File: config.mk
export PLATFORM = sky130hd
export DESIGN_NAME = reset_source_ctrl
export DESIGN_NICKNAME = d
export VERILOG_FILES = /design/src/rtl/reset_source_pkg.sv /design/src/rtl/reset_source_debounce.sv /design/src/rtl/reset_source_ctrl.sv
export SDC_FILE = /design/constraint.sdc
export NUM_CORES = 1
export LEC_CHECK = 0
export ABC_CLOCK_PERIOD_IN_PS = 4450
export CORE_UTILIZATION = 50
export DETAILED_ROUTE_END_ITERATION = 7
export PLACE_DENSITY = 0.73
export SYNTH_ARGS = -nofsm -noshare
export SYNTH_HDL_FRONTEND = slang
export SYNTH_SLANG_ARGS = --single-unit
File: constraint.sdc
create_clock -name clock -period 4.45 [get_ports clock]
set_input_delay 0.445 -clock clock [delete_from_list [all_inputs] [get_ports clock]]
set_output_delay 0.445 -clock clock [all_outputs]
set_load 0.01 [all_outputs]
File: src/rtl/reset_source_pkg.sv
// Shared state/cause encodings and counter sizing for the reset source controller.
// Latency: n/a. Backpressure: n/a.
package reset_source_pkg;

    localparam int STATE_W = 2;
    localparam int CAUSE_W = 2;

    typedef enum logic [STATE_W-1:0] {
        ST_RESET     = 2'd0,
        ST_WAIT_LOCK = 2'd1,
        ST_HOLD      = 2'd2,
        ST_RUN       = 2'd3
    } state_t;

    typedef enum logic [CAUSE_W-1:0] {
        CAUSE_POR       = 2'd0,
        CAUSE_LOCK_LOSS = 2'd1,
        CAUSE_BUTTON    = 2'd2,
        CAUSE_TIMEOUT   = 2'd3
    } cause_t;

    // Bits needed for a counter that runs 0 .. cycles-1.
    function automatic int cnt_w(input int cycles);
        return (cycles < 2) ? 1 : $clog2(cycles);
    endfunction

endpackage

File: src/rtl/reset_source_debounce.sv
// Push-button debouncer: output follows input once it has differed for DEBOUNCE_CYCLES cycles.
// Latency: DEBOUNCE_CYCLES cycles after a stable change. Backpressure: none, free-running.
module reset_source_debounce
    import reset_source_pkg::*;
#(
    parameter int DEBOUNCE_CYCLES = 65536
)(
    input  logic clock,
    input  logic areset,
    input  logic din,
    output logic dout
);

    localparam int CW = cnt_w(DEBOUNCE_CYCLES);
    localparam logic [CW-1:0] CNT_LAST = CW'(DEBOUNCE_CYCLES - 1);

    logic [CW-1:0] cnt;

    // Any sample equal to the accepted level restarts the stability window.
    always_ff @(posedge clock or posedge areset) begin
        if (areset) begin
            cnt  <= '0;
            dout <= 1'b0;
        end else if (din == dout) begin
            cnt  <= '0;
        end else if (cnt == CNT_LAST) begin
            cnt  <= '0;
            dout <= din;
        end else begin
            cnt  <= cnt + CW'(1);
        end
    end

endmodule

File: src/rtl/reset_source_ctrl.sv
// Board reset sequencer: PLL reset, lock wait, lock hold, run; optional lock timeout via RESET_SOURCE_LOCK_TIMEOUT_EN.
// Latency: 2-cycle input sync, outputs registered on the state-change edge. Backpressure: none.
module reset_source_ctrl
    import reset_source_pkg::*;
#(
    parameter int N_PLL               = 2,
    parameter int PLL_RST_CYCLES      = 16,
    parameter int HOLD_CYCLES         = 1024,
    parameter int DEBOUNCE_CYCLES     = 65536,
    parameter int LOCK_TIMEOUT_CYCLES = 1048576
)(
    input  logic               clock,
    input  logic               areset,
    input  logic               button,
    input  logic [N_PLL-1:0]   pll_locked,
    output logic               pll_reset,
    output logic               sys_areset,
    output logic [STATE_W-1:0] state,
    output logic [CAUSE_W-1:0] cause
);

    localparam int RW = cnt_w(PLL_RST_CYCLES);
    localparam int HW = cnt_w(HOLD_CYCLES);
    localparam logic [RW-1:0] RST_LAST  = RW'(PLL_RST_CYCLES - 1);
    localparam logic [HW-1:0] HOLD_LAST = HW'(HOLD_CYCLES - 1);

    state_t cur_state, next_state;
    cause_t cur_cause, next_cause;

    logic             btn_meta, btn_sync, btn_db, btn_db_q;
    logic [N_PLL-1:0] lock_meta, lock_sync;
    logic             all_locked, btn_rise;
    logic [RW-1:0]    rst_cnt;
    logic [HW-1:0]    hold_cnt;
    logic             rst_done, hold_done;

    always_ff @(posedge clock or posedge areset) begin
        if (areset) begin
            btn_meta  <= 1'b0;
            btn_sync  <= 1'b0;
            lock_meta <= '0;
            lock_sync <= '0;
        end else begin
            btn_meta  <= button;
            btn_sync  <= btn_meta;
            lock_meta <= pll_locked;
            lock_sync <= lock_meta;
        end
    end

    assign all_locked = &lock_sync;

    reset_source_debounce #(
        .DEBOUNCE_CYCLES (DEBOUNCE_CYCLES)
    ) u_debounce (
        .clock  (clock),
        .areset (areset),
        .din    (btn_sync),
        .dout   (btn_db)
    );

    assign btn_rise  = btn_db & ~btn_db_q;
    assign rst_done  = (rst_cnt == RST_LAST);
    assign hold_done = (hold_cnt == HOLD_LAST);

`ifdef RESET_SOURCE_LOCK_TIMEOUT_EN
    localparam int TW = cnt_w(LOCK_TIMEOUT_CYCLES);
    localparam logic [TW-1:0] TO_LAST = TW'(LOCK_TIMEOUT_CYCLES - 1);
    logic [TW-1:0] to_cnt;
    logic          to_done;

    assign to_done = (to_cnt == TO_LAST);

    always_ff @(posedge clock or posedge areset) begin
        if (areset)                         to_cnt <= '0;
        else if (cur_state != ST_WAIT_LOCK) to_cnt <= '0;
        else if (!to_done)                  to_cnt <= to_cnt + TW'(1);
    end
`else
    // Timeout disabled in this build; parameter kept so both builds share one interface.
    localparam int unused_lock_timeout = LOCK_TIMEOUT_CYCLES;
`endif

    // Button events are tested before lock events so they win on a tie.
    always_comb begin
        next_state = cur_state;
        next_cause = cur_cause;
        case (cur_state)
            ST_RESET: begin
                if (rst_done && !btn_db) next_state = ST_WAIT_LOCK;
            end
            ST_WAIT_LOCK: begin
                if (btn_db) begin
                    next_state = ST_RESET;
                    next_cause = CAUSE_BUTTON;
                end else if (all_locked) begin
                    next_state = ST_HOLD;
                end
`ifdef RESET_SOURCE_LOCK_TIMEOUT_EN
                else if (to_done) begin
                    next_state = ST_RESET;
                    next_cause = CAUSE_TIMEOUT;
                end
`endif
            end
            ST_HOLD: begin
                if (btn_db) begin
                    next_state = ST_RESET;
                    next_cause = CAUSE_BUTTON;
                end else if (!all_locked) begin
                    next_state = ST_WAIT_LOCK;
                end else if (hold_done) begin
                    next_state = ST_RUN;
                end
            end
            ST_RUN: begin
                if (btn_rise) begin
                    next_state = ST_RESET;
                    next_cause = CAUSE_BUTTON;
                end else if (!all_locked) begin
                    next_state = ST_WAIT_LOCK;
                    next_cause = CAUSE_LOCK_LOSS;
                end
            end
        endcase
    end

    // Counters clear while outside their state, so each visit starts from zero.
    always_ff @(posedge clock or posedge areset) begin
        if (areset) begin
            cur_state  <= ST_RESET;
            cur_cause  <= CAUSE_POR;
            pll_reset  <= 1'b1;
            sys_areset <= 1'b1;
            btn_db_q   <= 1'b0;
            rst_cnt    <= '0;
            hold_cnt   <= '0;
        end else begin
            cur_state  <= next_state;
            cur_cause  <= next_cause;
            pll_reset  <= (next_state == ST_RESET);
            sys_areset <= (next_state != ST_RUN);
            btn_db_q   <= btn_db;

            if (cur_state != ST_RESET) rst_cnt <= '0;
            else if (!rst_done)        rst_cnt <= rst_cnt + RW'(1);

            if (cur_state != ST_HOLD)        hold_cnt <= '0;
            else if (all_locked && !hold_done) hold_cnt <= hold_cnt + HW'(1);
        end
    end

    assign state = cur_state;
    assign cause = cur_cause;

endmodule
After elaboration in Yosys (flattened, before gate mapping):

Index checks and enable logic that the tools add are counted.

* $add $sub $neg: 3
* $mul: 0
* divide/modulo/power cells: 0
* order comparisons: 0
* equal/unequal tests: 12
* shifts and indexed selects: 0
* mux-type cells: 19
* bitwise logic cells: 3
* reduce and logical (&&, ||, !) cells: 13

Operators by type and width (number)
* two-way mux 16 bit: 2
* two-way mux 2 bit: 11
* two-way mux 10 bit: 2
* adder 16 x 1 -> 16 bit (second input constant): 1
* equality test 16 bit (second input constant): 1
* adder 10 x 1 -> 10 bit (second input constant): 1
* equality test 10 bit (second input constant): 1
* two-way mux 4 bit: 2
* one-hot mux 2 bit (4 select lines): 1
* nonzero test 2 bit: 3
* adder 4 x 1 -> 4 bit (second input constant): 1
* equality test 2 bit (second input constant): 2
* equality test 4 bit (second input constant): 1
* logical NOT 2 bit: 2
* != test 2 x 1 -> 1 bit (second input constant): 2
* != test 2 bit (second input constant): 2
* one-hot mux 2 bit (2 select lines): 1
* AND reduction 2 bit: 2
* != test 3 bit (second input constant): 1
* AND reduction 3 bit: 1
* equality test 2 x 1 -> 1 bit (second input constant): 1
* logical AND 1 bit: 2
* logical NOT 1 bit: 2
* inverter 1 bit: 2
* other kinds (3): 3

* bits in registers: 44
* bits in latches: 0
* bits in writable memories: 0
* ROM bits: 0
* input port bits: 5
* output and inout port bits: 6
* word-level logic and storage cells: 63
* memories: 0

Longest topological paths before layout:

Gate-level depths: netlist of run 1.

* depth after elaboration: 6
* gate-level depth with buffers: 7

Modules after synthesis:

A second synthesis of run 1 with hierarchy kept.

* cells, all modules: 211
* area, all modules: 2178.3 sq um

By module, submodules not included
* reset_source_ctrl: times used 1, cells an instance 127, area each 1353.8 sq um, sequential area each 678.2 sq um
* reset_source_debounce: times used 1, cells an instance 84, area each 824.5 sq um, sequential area each 425.4 sq um

Worst setup path after synthesis of run 1:

OpenSTA, ideal clock, no wires.

* kind: flip-flop to flip-flop
* start: reg cur_state[0] (netlist: state[0])
* end: reg cur_state[1] (netlist: state[1])
* setup time: 0.063 ns
* arrival: 1.760 ns
* data required time: 4.387 ns
* setup slack: 2.626 ns
* cell stages (with the launch flop): 7
* path buffers: 0
* path through: dfrtp_1 > inv_1 > ha_1 > inv_1 > or4_4 > a2111oi_4 > or2_2

* longest elaborated chain between the ends: 2
* elaborated cells between the ends (all ways): 5
* classes of those cells: eq/ne (3); mux (1); reduce/logical (1)

RTL lines
* start, declared: line reset_source_ctrl.sv:27 `state_t cur_state, next_state;`
* start signal, assigned: line reset_source_ctrl.sv:139 `cur_state <= next_state;`
* equality test 2 bit, or another cell as far along: line reset_source_ctrl.sv:88 `case (cur_state)`
* one-hot mux 2 bit (4 select lines) (*): line reset_source_ctrl.sv:88
* net next_state[1]: line reset_source_ctrl.sv:27

The timed path passes the listed nets; every way through them passes the cells marked *.
A chain may end at the register's enable or synchronous reset.

Worst setup path after layout of run 1:

Same ends and word-level chain as after synthesis.

==> results of run 1 <==
==> sequential cells by signal (all words and copies together), names as in the netlist, 2 cells and up <==
signal	cells
hold_cnt	10
cause	2
rst_cnt	4
state	2
lock_sync	2
u_debounce.cnt	16
lock_meta	2
==> layout make-up <==
class                           instances  share of cell area [%]
Sequential cell                        44                    46.2
Multi-Input combinational cell        147                    41.8
Timing Repair Buffer                   11                    4.50
Clock buffer                            6                    3.04
Tap cell                               50                    2.62
Inverter                               11                    1.73
Clock inverter                          1                   0.209
==> stage by stage <==
stage	utilization [%]	setup WS, ns	power (mW)	cells	hold WS, ns
after CTS	58.5	2.36	0.986	270	0.361
after global routing	58.5	2.24	1.03	270	0.365
after global placement	56.6	2.46	0.749	263	0.334
final	58.5	2.35	0.972	270	0.361
after detailed placement	56.6	2.38	0.753	263	0.344
after floorplan	-	2.63	0.665	206	0.331
==> worst max-delay path by stage <==
stage / slack [ns] / cells after the start / endpoint
floorplan: 2.63 / 6 / state[1]
global placement: 2.46 / 6 / state[1]
detailed placement: 2.38 / 6 / state[1]
CTS: 2.36 / 6 / state[1]
global route: 2.24 / 6 / state[0]
finish: 2.35 / 6 / state[1]
==> power by group <==
group | leakage (nW) | switching, mW | internal (mW)
sequential | 0.582 | 0.0332 | 0.447
combinational | 0.375 | 0.139 | 0.127
clock | 0.0410 | 0.119 | 0.107
==> cells by family (layout without fill, tap and decap cells) <==
group	after synthesis	count (layout)
buffers and inverters	15	29
AO/OA/AOI/OAI	36	36
XOR/XNOR	19	19
multiplexers	3	3
adder cells (fa/ha/maj)	7	7
AND/OR/NAND/NOR	82	82
flip-flops	44	44
==> per-layer routing <==
layer	track usage (%)	vias to the layer above	wire length (um)	part of all wire (%)
li1	-	762	-	-
met1	24.3	713	1890	53
met2	26.7	10	1580	44
met3	3.72	4	64	1.8
met4	7.98	0	42	1.2
met5	0	-	0	0
==> synthesized netlist by cell type, types with 3 or more instances <==
cell type   n
xnor2_1    12
nor3_1      6
nor2_1     25
dfrtp_1    42
clkbuf_1    3
nand2_1    10
nand4_1     3
xor2_1      7
inv_1      11
nand3_1     9
o21ai_0     7
or4_1       4
a21oi_1    11
o31ai_1     3
nor4_1      4
ha_1        7
or3_1       4
or2_2       3
==> out/qor.csv, run 1 <==
stage,metric,value,unit
layout,n_antenna_cell,0,
global_route,grt_overflow,0,
synthesis,synthCells,206,
timing,worstMarginPinSlew,0.783,ns
setup_path,worst_r2r_endpoint,state[1],
clock_network,ctsRootBufferMaster,clkbuf_8,
clock_network,post_cts_buffers,0,
timing,max_freq,477,MHz
synthesis,ys.warnings.count,0,
timing,slew_headroom,47.4,%
timing,fin_crit_sh,47.2,%
setup_path,worstPathMaxFanout,11,
synthesis,synthFlopType,dfrtp_1,
floorplan,fp.coreArea,0.00409,mm2
setup_path,critPathBufInv,2,
clock_network,cts_buffer_depth,2,
run_status,status,finished clean,
detailed_routing,dr_total_vias,1489,
global_route,antenna_found_initial,0,
timing,setup_viol,0,
synthesis,synth_xor_area_share,7.71,%
clock_network,cts_tree,yes,
setup_path,crit_top_cell,inv_1,
detailed_routing,drtAntennaViolNets,0,
setup_path,cpMaxStageDelayCell,or4_4,
floorplan,die_area,0.00459,mm2
clock_network,cts_resized,0,
layout,most-common-layout-cells,"42 x dfrtp_1, 25 x nor2_1, 12 x xnor2_1, 11 x a21oi_1",
floorplan,die_h,67.7,um
setup_path,max_stage_delay,0.62,ns
floorplan,num_rows,23,
synthesis,synth_area_leaders,"dfrtp_1 49%, xnor2_1 4.9%, nor2_1 4.3%",
timing,drv_slew,0,
global_route,grt_pass1_vias,1355,
detailed_routing,vias_per_cell,5.51,
setup_path,crit_family,simple AND/OR/NAND/NOR gates,
detailed_routing,drtIter0Drc,54,
synthesis,synth_edf_count,0,
detailed_routing,wl_per_cell,13.2,um
detailed_routing,drt_pass1_iterations,4,
setup_path,cp.arrival,2.33,ns
synthesis,synthMuxAreaShare,1.45,%
synthesis,synth_area_per_cell,10.5,um2
global_route,grt_pass1_wl,6.04,mm
synthesis,yosys.area.top_type_share,48.7,%
flow_run,cap_viol_max_count,0,
floorplan,die_w,67.7,um
layout,final_common_cell,dfrtp_1,
clock_network,htree_num_levels,2,
clock_network,clock_latency,0.28,ns
synthesis,ys_seq_area_share,51.1,%
layout,nets,232,
setup_path,endpoint_kind,flip-flop,
timing,fin_crit,2.10,ns
worst_hold_path,hold_path_depth,0,
timing,hold_violations,0,
setup_path,worst-r2r-cell-count,6,
layout,area_growth,10.7,%
synthesis,syn-num-nets,218,
floorplan,initial_core_util,52.8,%
layout,design_area,0.00239,mm2
synthesis,synth-compound-area-share,11.6,%
synthesis,ys_types,44,
pwr,power.density,407,mW/mm2
setup_path,rrSetupSlack,2.35,ns
layout,ff_latch_area,0.00110,mm2
setup_path,critPathLaunchType,flip-flop,
worst_hold_path,hp-class,reg2reg,
synthesis,syn-cell-area,0.00216,mm2
timing,setup_tns,0,ns
timing,fin_skew,0.00722,ns
detailed_routing,post-route-drc-count,0,
setup_path,path_cells,inv_1 -> ha_1 -> inv_1 -> or4_4 -> a2111oi_4 -> or2_2,
global_route,grt_max_degree,45,
clock_network,path_clk_slew,0.07,ns
synthesis,yosysTopAreaCell,dfrtp_1,
worst_hold_path,min_to,lock_sync[1],
setup_path,cp-startpoint,state[0],
synthesis,synth_top_family_by_area,simple AND/OR/NAND/NOR gates,
global_route,groute.usage.overall,17.7,%
clock_network,numCtsBuffers,5,
synthesis,synthSimpleGateAreaFrac,21.4,%
placement,io_buffer_count,10,
clock_network,holdBufCountCts,0,
synthesis,synth_seq_cells,44,
detailed_routing,drt_wl_total,3.58,mm
layout,fillers,355,
timing,rsz0062_at_grt,no,
placement,dp_hpwl,2.48,mm
layout,multi_input_area,998,um2
worst_hold_path,min_from,lock_meta[1],
clock_network,clock_sinks,44,
setup_path,worstSetupPathType,reg2reg,
pwr,p_leak,0.998,nW
synthesis,async_flop_share,100,%
setup_path,r2r_start,state[0],
placement,placed_area,0.00231,mm2
layout,drive_gt1_share,8.64,%
placement,place.gp.congestion,0.836,
pwr,peakVddDrop,0.318,mV
synthesis,yosys.area_share.adder,4.06,%
floorplan,io_pins,11,
setup_path,worstPathRequired,4.68,ns
Power figures use the tool's default switching activity.
==> run 2, diff against run 1 <==
--- a/config.mk
+++ b/config.mk
@@ -5,7 +5,7 @@
 export SDC_FILE = /design/constraint.sdc
 export NUM_CORES = 1
 export LEC_CHECK = 0
-export ABC_CLOCK_PERIOD_IN_PS = 4450
+export ABC_CLOCK_PERIOD_IN_PS = 2100
 export CORE_UTILIZATION = 50
 export DETAILED_ROUTE_END_ITERATION = 7
 export PLACE_DENSITY = 0.73
==> constraint.sdc (replaced) <==
create_clock -name clock -period 2.1 [get_ports clock]
set_input_delay 0.21 -clock clock [delete_from_list [all_inputs] [get_ports clock]]
set_output_delay 0.21 -clock clock [all_outputs]
set_load 0.01 [all_outputs]
==> run 2 against run 1 <==
  * Final cell count rose by 1.9%
  * Global-route usage increased by 0.86 points
  * Via count rose by 3.7%
  * Sequential share of layout area fell by 1.5 points
  * Clock power increased to 3.0 times the previous value
  * Die area unchanged
  * Hold slack worse by 0.13 ns
  * Critical path type unchanged
==> out/qor.csv, run 2 (same netlist as run 1, synthesis figures left out) <==
stage,metric,value,unit,change
run_status,status,finished clean,,
layout,most-common-layout-cells,"42 x dfrtp_1, 25 x nor2_1, 12 x xnor2_1, 11 x a21oi_1",,
setup_path,worstPathRequired,2.35,ns,-2.33 ns
layout,largest_register_ffs,16,,unchanged
timing,fin_skew,0.00500,ns,-0.00222 ns
pwr,p_int,1.59,mW,+130%
floorplan,io_pins,11,,unchanged
layout,final_common_cell,dfrtp_1,,
clock_network,post_cts_buffers,0,,unchanged
timing,setup_tns,0,ns,unchanged
global_route,grt_pass1_vias,1408,,+3.9%
detailed_routing,post-route-drc-count,0,,unchanged
clock_network,clock_sinks,44,,unchanged
clock_network,clock_latency,0.30,ns,+0.02 ns
timing,whs,0.235,ns,-0.126 ns
clock_network,ctsRootBufferMaster,clkbuf_8,,
setup_path,worstPathMaxFanout,7,,-4
timing,rsz0062_at_grt,no,,
pwr,power.density,921,mW/mm2,+130%
layout,n_antenna_cell,0,,unchanged
clock_network,path_clk_slew,0.09,ns,+0.02 ns
global_route,grt_overflow,0,,unchanged
layout,fillers,344,,-3.1%
timing,slew_headroom,61.2,%,+14 points
timing,hold_violations,0,,unchanged
detailed_routing,drtIter0Drc,71,,+31%
pwr,clkPwrFrac,29.3,%,+6.1 points
floorplan,initial_core_util,52.8,%,unchanged
floorplan,die_w,67.7,um,unchanged
pwr,comb_power_share,25.8,%,-1.6 points
timing,drv_slew,0,,unchanged
timing,fin_crit_sh,91.5,%,+44 points
setup_path,worstSetupPathType,reg2reg,,
flow_run,cap_viol_max_count,0,,unchanged
layout,design_area,0.00247,mm2,+3.3%
placement,io_buffer_count,10,,unchanged
global_route,groute.usage.overall,18.6,%,+0.86 points
global_route,grt_pass1_wl,6.27,mm,+3.7%
timing,worstMarginPinSlew,0.573,ns,-0.210 ns
detailed_routing,drt_pass1_iterations,4,,unchanged
clock_network,cts_tree,yes,,
global_route,grt_max_degree,45,,unchanged
timing,fin_crit,1.92,ns,-0.176 ns
worst_hold_path,hp-class,in2async,,
placement,dp_hpwl,2.56,mm,+3.2%
floorplan,fp.coreArea,0.00409,mm2,unchanged
placement,place.gp.congestion,0.839,,+0.44%
detailed_routing,vias_per_cell,5.61,,+1.8%
layout,largest_register,u_debounce.cnt,,
global_route,antenna_found_initial,0,,unchanged
clock_network,numCtsBuffers,5,,unchanged
detailed_routing,drt_wl_total,3.72,mm,+4.0%
clock_network,cts_resized,0,,unchanged
floorplan,die_area,0.00459,mm2,unchanged
placement,placed_area,0.00236,mm2,+1.8%
floorplan,die_h,67.7,um,unchanged
clock_network,htree_num_levels,2,,unchanged
layout,area_growth,14.4,%,
timing,setup_viol,0,,unchanged
setup_path,critPathLaunchType,flip-flop,,
layout,nets,236,,+1.7%
detailed_routing,wl_per_cell,13.5,um,+2.1%
detailed_routing,dr_total_vias,1544,,+3.7%
setup_path,endpoint_kind,flip-flop,,
clock_network,cts_buffer_depth,2,,unchanged
pwr,pwr-share-seq,44.9,%,-4.5 points
pwr,total_power,2.28,mW,+130%
floorplan,num_rows,23,,unchanged
pwr,swShare,30.0,%,+0.10 points
setup_path,cp.arrival,2.17,ns,-0.16 ns
layout,drive_gt1_share,11.1,%,+2.5 points
clock_network,holdBufCountCts,0,,unchanged
timing,max_freq,520,MHz,+9.2%
layout,top_regs,"u_debounce.cnt: 16 flops, hold_cnt: 10 flops, rst_cnt: 4 flops",,
pwr,p_leak,1.03,nW,+3.7%
detailed_routing,drtAntennaViolNets,0,,unchanged
pwr,p_switching,0.684,mW,+140%
pwr,peakVddDrop,0.575,mV,+81%
==> run 2: cell count changes in the layout (fill, tap and decap cells not counted), sizes merged <==
cell,before,now
bufinv,0,1
clkbuf,6,5
clkinvlp,0,1
buf,1,5
inv,10,11
clkinv,2,1
==> run 2: path summary, 6_finish.rpt <==
kind	startpoint	endpoint	slack (ns)	depth (start not counted)
max	state[0]	state[1]	0.18	6
min	areset	u_debounce.cnt[7]	0.23	3
max reg2reg	state[0]	state[1]	0.18	6
min reg2reg	btn_meta	btn_sync	0.35	0
max in group asynchronous	areset	sys_areset	1.60	3
min in group clock	pll_locked[0]	lock_meta[0]	0.34	1
==> run 2: layer usage <==
metal	wire length, um	track usage (%)	part of all wire (%)	up-vias
li1	-	-	-	772
met1	1890	24.7	51	750
met2	1660	28.7	45	14
met3	88	4.56	2.4	8
met4	74	7.98	2.0	0
met5	0	0	0	-
==> run 2: worst max-delay path: stages, from the launching register on <==
cell and delay (ns):
dfrtp_1 0.45, inv_1 0.11, ha_1 0.20, inv_1 0.07
or4_4 0.57, a2111oi_4 0.31, or2_2 0.16
==> run 2: per-stage QoR <==
stage | setup WS (ns) | instances | utilization [%]
floorplan | 0.276 | 206 | -
global placement | 0.269 | 267 | 57.7
detailed placement | 0.194 | 267 | 57.7
CTS | 0.177 | 275 | 60.5
global route | 0.0744 | 275 | 60.5
finish | 0.178 | 275 | 60.5
==> run 2: power by group through the flow <==
stage | Combinational (mW) | Clock, mW | Sequential, mW
2_1_floorplan | 0.360 | 0 | 1.05
4_1_cts | 0.589 | 0.684 | 1.02
6_report | 0.587 | 0.667 | 1.02
3_5_place_dp | 0.585 | 0 | 1.04
3_3_place_gp | 0.580 | 0 | 1.03
5_1_grt | 0.648 | 0.705 | 1.03
==> run 2: cell type report <==
cell class / count / area [um2] / area share [%]
repair buffers: 15 / 150 / 6.08
well taps: 50 / 62.6 / 2.53
clock inverters: 3 / 46.3 / 1.87
multi-input cells: 147 / 998 / 40.4
inverters: 11 / 41.3 / 1.67
flip-flops and latches: 44 / 1100 / 44.7
clock buffers: 5 / 68.8 / 2.78
==> run 3, diff against run 2 <==
--- a/config.mk
+++ b/config.mk
@@ -6,9 +6,10 @@
 export NUM_CORES = 1
 export LEC_CHECK = 0
 export ABC_CLOCK_PERIOD_IN_PS = 2100
+export CAP_MARGIN = 20
 export CORE_UTILIZATION = 50
 export DETAILED_ROUTE_END_ITERATION = 7
-export PLACE_DENSITY = 0.73
+export PLACE_DENSITY = 0.7
 export SYNTH_ARGS = -nofsm -noshare
 export SYNTH_HDL_FRONTEND = slang
 export SYNTH_SLANG_ARGS = --single-unit
==> run 3 against run 2 <==
  * Sequential power about the same
  * Global-route usage increased by 1.6 points
  * First-iteration DRC count rose by 14%
  * Total power grew 10%
  * Core utilization rose by 0.80 points
  * Register-to-register slack lost 0.09 ns
  * Critical path type unchanged
  * Largest cell class unchanged
==> out/qor.csv, run 3 (same netlist as run 1, synthesis figures left out) <==
stage,metric,value,unit,change
run_status,status,finished clean,,
global_route,grt_max_degree,45,,unchanged
floorplan,fp.coreArea,0.00409,mm2,unchanged
timing,drv_slew,0,,unchanged
global_route,grt_pass1_wl,6.77,mm,+8.0%
floorplan,io_pins,11,,unchanged
setup_path,r2r_start,state[0],,
timing,worstMarginPinSlew,0.586,ns,+0.0130 ns
timing,setup_tns,0,ns,unchanged
timing,fin_skew,0.00733,ns,+0.00233 ns
pwr,clkPwrFrac,35.2,%,+5.9 points
detailed_routing,wl_per_cell,14.0,um,+3.8%
clock_network,clock_sinks,44,,unchanged
detailed_routing,drtIter0Drc,81,,+14%
pwr,peakVddDrop,0.646,mV,+12%
pwr,swShare,26.9,%,-3.1 points
pwr,power.density,1000,mW/mm2,+8.5%
layout,n_antenna_cell,0,,unchanged
global_route,grt_pass1_vias,1529,,+8.6%
detailed_routing,dr_total_vias,1552,,+0.52%
setup_path,worstPathRequired,2.28,ns,-0.07 ns
setup_path,critPathLaunchType,flip-flop,,
placement,place.gp.congestion,0.796,,-5.1%
placement,io_buffer_count,10,,unchanged
timing,setup_viol,0,,unchanged
layout,area_growth,15.9,%,
global_route,antenna_found_initial,0,,unchanged
timing,max_freq,498,MHz,-4.3%
floorplan,die_h,67.7,um,unchanged
global_route,grt_overflow,0,,unchanged
worst_hold_path,hp-class,in2async,,
pwr,p_leak,1.06,nW,+2.1%
setup_path,crit_family,simple AND/OR/NAND/NOR gates,,
timing,fin_crit_sh,95.6,%,+4.1 points
setup_path,worstPathMaxFanout,7,,unchanged
setup_path,cp-startpoint,state[0],,
setup_path,crit_top_cell,or2_2,,
layout,largest_register_ffs,16,,unchanged
setup_path,critPathBufInv,1,,-1
detailed_routing,post-route-drc-count,0,,unchanged
clock_network,clock_latency,0.30,ns,about the same
placement,dp_hpwl,2.70,mm,+5.5%
clock_network,cts_tree,yes,,
pwr,p_switching,0.674,mW,-1.5%
floorplan,die_w,67.7,um,unchanged
layout,final_common_cell,dfrtp_1,,
detailed_routing,vias_per_cell,5.64,,+0.52%
pwr,comb_power_share,24.0,%,-1.8 points
setup_path,path_cells,inv_1 -> ha_1 -> or2_2 -> a221oi_1 -> o22ai_1 -> or2_2,,
placement,place_worst_setup_slack,0.155,ns,-0.0393 ns
layout,drive_gt1_share,11.6,%,+0.44 points
floorplan,num_rows,23,,unchanged
detailed_routing,drtAntennaViolNets,0,,unchanged
clock_network,post_cts_buffers,0,,unchanged
pwr,pwr-share-seq,40.8,%,-4.1 points
timing,fin_crit,2.01,ns,+0.0860 ns
layout,nets,236,,unchanged
clock_network,ctsRootBufferMaster,clkbuf_8,,
setup_path,cpMaxStageDelayCell,dfrtp_1,,
setup_path,max_stage_delay,0.46,ns,-0.11 ns
detailed_routing,drt_pass1_iterations,4,,unchanged
timing,hold_violations,0,,unchanged
clock_network,path_clk_slew,0.08,ns,about the same
setup_path,worstSetupPathType,reg2reg,,
setup_path,cp.arrival,2.19,ns,+0.02 ns
timing,finalWorstSetupSlack,0.0918,ns,-0.0860 ns
layout,top_regs,"u_debounce.cnt: 16 flops, hold_cnt: 10 flops, rst_cnt: 4 flops",,
setup_path,endpoint_kind,flip-flop,,
clock_network,cts_buffer_depth,2,,unchanged
clock_network,numCtsBuffers,5,,unchanged
global_route,groute.usage.overall,20.2,%,+1.6 points
floorplan,initial_core_util,52.8,%,unchanged
flow_run,cap_viol_max_count,0,,unchanged
pwr,p_int,1.83,mW,+15%
clock_network,htree_num_levels,2,,unchanged
timing,slew_headroom,60.3,%,-0.88 points
floorplan,die_area,0.00459,mm2,unchanged
timing,rsz0062_at_grt,no,,
layout,most-common-layout-cells,"41 x dfrtp_1, 25 x nor2_1, 12 x xnor2_1, 11 x inv_1, 11 x a21oi_1",,
layout,largest_register,u_debounce.cnt,,
detailed_routing,drt_wl_total,3.86,mm,+3.8%
pwr,total_power,2.50,mW,+10%
run 3: what timing repair did:
item,in CTS,in global routing
endpoints found under the setup margin,0,1
hold buffers,0,0
resized for setup,0,1
run 3: worst reg2reg max path, cell delays in order, from the launching register on:
cell and delay [ns]:
dfrtp_1 0.46, inv_1 0.09, ha_1 0.22, or2_2 0.28
a221oi_1 0.31, o22ai_1 0.19, or2_2 0.33
run 3: power by group through the flow:
stage / clock network, mW / registers (mW) / logic [mW]
after detailed placement: 0 / 1.04 / 0.594
final: 0.880 / 1.02 / 0.601
after CTS: 0.897 / 1.02 / 0.601
after global placement: 0 / 1.03 / 0.565
after floorplan: 0 / 1.05 / 0.360
after global routing: 0.938 / 1.03 / 0.661
run 3: path summary, 6_finish.rpt:
kind	end	slack [ns]	depth (start not counted)
max in group asynchronous	state[1]	1.38	3
worst max register to register	state[0]	0.09	6
worst min-delay path	hold_cnt[8]	0.34	3
min in group clock	lock_meta[0]	0.34	1
worst min register to register	btn_sync	0.35	0
worst max-delay path	state[0]	0.09	6
run 3: area by class of cell:
class | instances | area, um2
clock inverter | 3 | 90.1
multi-input combinational | 147 | 998
inverter | 11 | 41.3
fill | 321 | 1580
sequential | 44 | 1100
clock buffer | 5 | 68.8
tap | 50 | 62.6
timing repair buffer | 15 | 138
run 3: per-stage QoR:
stage	area [um2]	cells	hold WS, ns	util, %
2_1_floorplan	2160	206	0.241	-
3_3_place_gp	2340	267	0.334	57.3
3_5_place_dp	2340	267	0.336	57.3
4_1_cts	2500	275	0.334	61.2
5_1_grt	2500	275	0.334	61.3
6_report	2500	275	0.335	61.3
run 3: per-layer routing:
metal	part of all wire [%]	wire (um)	track usage, %	vias up
li1	-	-	-	768
met2	50	1950	34.5	26
met5	0	0	0	-
met1	44	1690	23.4	749
met3	3.8	146	5.74	9
met4	2.0	79	8.51	0
